$ cat config.mk
export PLATFORM = sky130hd
export DESIGN_NAME = bus_receive_fifo_flat
export DESIGN_NICKNAME = d
export VERILOG_FILES = /design/src/rtl/bus_receive_fifo_if.sv /design/src/rtl/bus_receive_fifo.sv /design/src/flat_wrapper.sv
export SDC_FILE = /design/constraint.sdc
export NUM_CORES = 1
export LEC_CHECK = 0
export ABC_AREA = 1
export CORE_MARGIN = 1.5
export CORE_UTILIZATION = 25
export DETAILED_ROUTE_END_ITERATION = 12
export PLACE_DENSITY = 0.39
export SYNTH_ARGS = -nofsm -noshare
export SYNTH_HDL_FRONTEND = slang
export SYNTH_SLANG_ARGS = --single-unit
$ cat constraint.sdc
create_clock -name clk -period 2.4 [get_ports clk]
set_clock_uncertainty 0.2 [all_clocks]
set_input_delay 0.36 -clock clk [delete_from_list [all_inputs] [get_ports clk]]
set_output_delay 0.36 -clock clk [all_outputs]
set_load 0.02 [all_outputs]
$ cat src/rtl/bus_receive_fifo_if.sv
`default_nettype none
// ============================================================================
// bus_receive_fifo_if : bus-side and consumer-side signals of bus_receive_fifo
// Revision 1.0
// ============================================================================
interface bus_receive_fifo_if #(
   parameter int WIDTH = 16,
   parameter int PTR_W = 2
);
   logic [WIDTH-1:0] busIn;
   logic             busValid;
   logic             busBusy;
   logic [WIDTH-1:0] dataOut;
   logic             dataValid;
   logic             dataReady;
   logic [PTR_W:0]   count;
   logic             overflow;
   logic             clearOverflow;

   modport master (
      output busIn, busValid, dataReady, clearOverflow,
      input  busBusy, dataOut, dataValid, count, overflow
   );

   modport slave (
      input  busIn, busValid, dataReady, clearOverflow,
      output busBusy, dataOut, dataValid, count, overflow
   );
endinterface
`default_nettype wire

$ cat src/rtl/bus_receive_fifo.sv
`default_nettype none
// ============================================================================
// bus_receive_fifo : samples the shared bus into a show-ahead FIFO with a
//                    valid/ready consumer port, backpressure and sticky drop flag
// Revision 1.0
// ============================================================================
module bus_receive_fifo #(
   parameter int WIDTH = 16,
   parameter int DEPTH = 4,
   parameter int PTR_W = 2
) (
   input  wire logic         clk,
   input  wire logic         reset_n,
   bus_receive_fifo_if.slave bus
);
   localparam logic [PTR_W:0]   FULL_COUNT = (PTR_W+1)'(DEPTH);
   localparam logic [PTR_W:0]   COUNT_ONE  = (PTR_W+1)'(1);
   localparam logic [PTR_W-1:0] PTR_ONE    = PTR_W'(1);

   logic [WIDTH-1:0] mem_q [DEPTH];
   logic [WIDTH-1:0] mem_d [DEPTH];
   logic [PTR_W-1:0] wr_ptr_q, wr_ptr_d;
   logic [PTR_W-1:0] rd_ptr_q, rd_ptr_d;
   logic [PTR_W:0]   count_q, count_d;
   logic             overflow_q, overflow_d;

   logic full, empty, push, pop, drop;

   always_comb begin
      full  = (count_q == FULL_COUNT);
      empty = (count_q == '0);
      pop   = !empty && bus.dataReady;
      // A pop in the same cycle frees the slot, so a full FIFO can still accept.
      push  = bus.busValid && (!full || pop);
      drop  = bus.busValid && full && !pop;

      mem_d      = mem_q;
      wr_ptr_d   = wr_ptr_q;
      rd_ptr_d   = rd_ptr_q;
      count_d    = count_q;
      overflow_d = overflow_q;

      if (push) begin
         mem_d[wr_ptr_q] = bus.busIn;
         wr_ptr_d        = wr_ptr_q + PTR_ONE;
      end
      if (pop) begin
         rd_ptr_d = rd_ptr_q + PTR_ONE;
      end

      case ({push, pop})
         2'b10:   count_d = count_q + COUNT_ONE;
         2'b01:   count_d = count_q - COUNT_ONE;
         default: count_d = count_q;
      endcase

      // Set is evaluated last so a drop wins over a simultaneous clear.
      if (bus.clearOverflow) begin
         overflow_d = 1'b0;
      end
      if (drop) begin
         overflow_d = 1'b1;
      end
   end

   always_ff @(posedge clk or negedge reset_n) begin
      if (!reset_n) begin
         for (int i = 0; i < DEPTH; i++) begin
            mem_q[i] <= '0;
         end
         wr_ptr_q   <= '0;
         rd_ptr_q   <= '0;
         count_q    <= '0;
         overflow_q <= 1'b0;
      end else begin
         mem_q      <= mem_d;
         wr_ptr_q   <= wr_ptr_d;
         rd_ptr_q   <= rd_ptr_d;
         count_q    <= count_d;
         overflow_q <= overflow_d;
      end
   end

   assign bus.busBusy   = (count_q == FULL_COUNT);
   assign bus.dataValid = (count_q != '0);
   assign bus.dataOut   = mem_q[rd_ptr_q];
   assign bus.count     = count_q;
   assign bus.overflow  = overflow_q;

endmodule
`default_nettype wire

$ cat src/flat_wrapper.sv
// flat-port wrapper written by rule: the top's interface ports become plain ports
module bus_receive_fifo_flat 
#(
   parameter int WIDTH = 16,
   parameter int DEPTH = 4,
   parameter int PTR_W = 2
)
  (clk, reset_n, bus_busIn, bus_busValid, bus_dataReady, bus_clearOverflow, bus_busBusy, bus_dataOut, bus_dataValid, bus_count, bus_overflow);
  bus_receive_fifo_if #(.WIDTH(WIDTH), .PTR_W(PTR_W)) bus_i ();
  input  wire logic clk;
  input  wire logic reset_n;
  input wire logic [$bits(bus_i.busIn)-1:0] bus_busIn;
  input wire logic [$bits(bus_i.busValid)-1:0] bus_busValid;
  input wire logic [$bits(bus_i.dataReady)-1:0] bus_dataReady;
  input wire logic [$bits(bus_i.clearOverflow)-1:0] bus_clearOverflow;
  output wire logic [$bits(bus_i.busBusy)-1:0] bus_busBusy;
  output wire logic [$bits(bus_i.dataOut)-1:0] bus_dataOut;
  output wire logic [$bits(bus_i.dataValid)-1:0] bus_dataValid;
  output wire logic [$bits(bus_i.count)-1:0] bus_count;
  output wire logic [$bits(bus_i.overflow)-1:0] bus_overflow;
  assign bus_i.busIn = bus_busIn;
  assign bus_i.busValid = bus_busValid;
  assign bus_i.dataReady = bus_dataReady;
  assign bus_i.clearOverflow = bus_clearOverflow;
  assign bus_busBusy = bus_i.busBusy;
  assign bus_dataOut = bus_i.dataOut;
  assign bus_dataValid = bus_i.dataValid;
  assign bus_count = bus_i.count;
  assign bus_overflow = bus_i.overflow;
  bus_receive_fifo #(.WIDTH(WIDTH), .DEPTH(DEPTH), .PTR_W(PTR_W)) u_core (.clk(clk), .reset_n(reset_n), .bus(bus_i));
endmodule
==> metrics.md <==
| Metric | Value |
|---|---|
| Clk sinks | 72 |
| Port-buffer cells | 42 |
| ANT cells | 0 |
| Core area | 0.0139 mm² |
| RSZ-0062 raised after global routing | false |
| Min-Delay Path Depth | 5 |
| Area contributors post-synth | dfrtp_1, nand2_1, nand4_1 |
| Worst-path clk slew | 0.06 ns |
| Cell type with the largest total area after synthesis | dfrtp_1 |
| Setup TNS | 0 ns |
| Max FO, Critical Path | 14 |
| Syn-to-layout area delta | 26.2% |
| Max Slew Vio Count | 0 |
| Reg-to-reg critical path startpoint | u_core.bus.count[1] |
| Post-route insts no fill | 656 |
| Post-synth top cells | nand2_1, dfrtp_1, nand4_1 |
| Ratio of cells with drive above 1 in the final layout | 0.105 |
| Register area share after synthesis | 0.506 |
| Vias in the first global route | 3158 |
| Worst endpoint required time | 1.84 ns |
| Total track usage | 0.161 |
| Chip height | 122 µm |
| DRC Markers | 0 |
| Final Hold Viols | 0 |
| GRT overflow | 0 |
| Synthesis warning total | 0 |
| Clk root buf | clkbuf_16 |
| Fmax | 0.441 GHz |
| Critical path's largest stage delay | 0.40 ns |
| Post-Syn Nets | 455 |
| Ys flop type | dfrtp_1 |
| Ys async rst share | 1.00 |
| Min Clock Period, post-route | 2.27 ns |
| Worst r2r dst | u_core.bus.count[2] |
| Die area | 0.0150 mm² |
| Flops & latches, synth | 72 |
| Final #Nets | 498 |
| Initial antenna violation count | 0 |
| H-tree Lvls | 3 |
| Design Area, Final | 0.00450 mm² |
| CP Cell Sequence | buf_4, o21ai_0, o22ai_1, dlygate4sd2_1 |
| Drt via density | 4.90 |
| Library cells used by synthesis | 23 |
| Max Cap Violations | 0 |
| WL/cell | 17.2 µm |
| Slowest CP cell | dfrtp_1 |
| First-pass GRT wire length | 18100 µm |
| R2r setup slk | 0.37 ns |
| Setup-failing EPs final | 0 |
| Worst hold path class | input pin to flop |
| Clk buf depth | 2 |
| Detailed Route Iter0 Violations | 219 |
| Static leakage | 0.00219 µW |
| CP startpoint kind | flop |
| Placed insts | 639 |
| Cells after Synth | 428 |
| Worst Path Arrival | 1.71 ns |
| Post-CTS setup buffers | 0 |
| Largest net degree at the start of global routing | 71 |
| Hold Startpoint | bus_busValid |
| Post-synth EDFFs | 0 |
| Num rows | 43 |
| CTS tree | built |
| Gpl congestion | 0.710 |
| Worst setup EP type | primary output |
| Cell Area, Placed | 0.00424 mm² |
| Worst skew pair latency | 0.34 ns |
| Syn Area/Cell | 8.32 µm² |
| CP Class | flop to primary output |
| Detailed Place HPWL | 6910 µm |
| Status | completed |
| Hold_ws | 0.242 ns |
| Antenna Nets Post-Route | 0 |
| Total Routed Length | 11300 µm |
| Worst setup margin | 0.131 ns |
| Initial Util | 0.257 |
| Max-slew headroom | 0.599 |
| Worst IR Drop VDD | 0.467 mV |
| Worst Tran Pin Value | 0.601 ns |
| Pwr Density | 1450 mW/mm² |
| Post-Place Setup Slack | 0.0497 ns |
| R2R depth | 9 |
| I/O Pins | 43 |
| Post-synthesis cell area | 0.00356 mm² |
| Total CTS buffers | 9 |
| Hold Path Sink | u_core.wr_ptr_q[1] |
| Most common cell in the netlist | nand2_1 |
| Top cell type's share of synthesized area | 0.506 |
| Drt pass-1 iters | 5 |
| Tcrit/Tclk final | 0.945 |
| Width of the die | 122 µm |
| Via count | 3215 |
-- registers in the layout (all words and copies together) (netlist names) --
signal / count
u_core.rd_ptr_q: 2
u_core.bus.overflow: 1
u_core.mem_q: 64
u_core.bus.count: 3
u_core.wr_ptr_q: 2
-- critical path, delay by kind of cell, from the launching register on --
kind / cells / cell delay, ns
buf+inv: 2 / 0.62
flops: 1 / 0.40
compound gates: 2 / 0.36
-- cells in the final DEF, fill, tap and decap left out --
master,Yosys,layout
dfrtp_1,72,72
dlygate4sd2_1,0,16
dlygate4sd3_1,0,1
ha_1,5,5
nand3_1,3,3
nand4_1,64,64
xnor2_1,2,2
o21ai_0,23,23
nor2_2,1,1
fa_1,1,1
clkbuf_16,0,9
inv_1,10,10
clkbuf_1,15,2
nand2_1,139,139
buf_4,4,24
nand3b_1,1,1
clkbuf_8,0,1
nand3_2,5,5
inv_2,2,1
clkinv_2,0,4
clkdlybuf4s50_1,0,24
o22ai_1,16,16
xor2_1,2,2
buf_12,0,3
buf_2,10,1
inv_4,0,1
nor3_1,1,1
o21ai_1,12,12
nor2_1,32,32
-- where the power goes --
part / switching [µW] / leakage (µW) / total (µW) / internal, µW
logic: 1990 / 0.00116 / 3180 / 1190
registers: 330 / 0.000900 / 2100 / 1780
clock network: 511 / 0.000136 / 1230 / 721
-- logic make-up (layout without fill, tap and decap cells) --
logic type               Yosys count  after routing  synth area share
AO/OA/AOI/OAI                     51             51            0.0773
XOR/XNOR                           4              4           0.00984
buffers and inverters             49             97            0.0678
adder cells (fa/ha/maj)            6              6            0.0232
flip-flops                        72             72             0.506
AND/OR/NAND/NOR                  246            246             0.316
-- metal layers --
layer / up-vias / GRT usage / wire (µm) / part of all wire
met2: 75 / 0.262 / 5290 / 0.47
met1: 1587 / 0.217 / 5510 / 0.49
li1: 1544 / - / - / -
met3: 9 / 0.0400 / 405 / 0.036
met5: - / 0 / 0 / 0
met4: 0 / 0.0349 / 103 / 0.0091
-- worst max path at each step --
stage	startpoint	endpoint	slack, ns	cells after the start
finish	u_core.rd_ptr_q[1]	bus_dataOut[5]	0.13	4
global route	u_core.rd_ptr_q[1]	bus_dataOut[5]	0.03	4
CTS	u_core.rd_ptr_q[1]	bus_dataOut[5]	0.12	4
detailed placement	bus_dataReady	u_core.bus.count[2]	0.05	10
global placement	bus_dataReady	u_core.bus.count[2]	0.1	10
floorplan	u_core.bus.count[1]	u_core.bus.count[2]	0.13	10
-- stage by stage --
stage               power (µW)   util
floorplan                 4060      -
global placement          5500  0.305
detailed placement        5520  0.305
CTS                       6610  0.324
global route              7050  0.324
finish                    6520  0.324
-- cell type report --
class | count | area, µm²
Tap cell | 180 | 225
Fill cell | 1517 | 9390
Inverter | 12 | 47.5
Timing Repair Buffer | 69 | 636
Multi-Input combinational cell | 307 | 1520
Clock inverter | 4 | 20.0
Clock buffer | 12 | 246
Sequential cell | 72 | 1800
-- what timing repair did --
action,CTS,global route
resized for setup,17,0
setup endpoints to repair,16,0
hold buffers,1,0
hold endpoints to repair,28,0
Power figures use the tool's default switching activity.
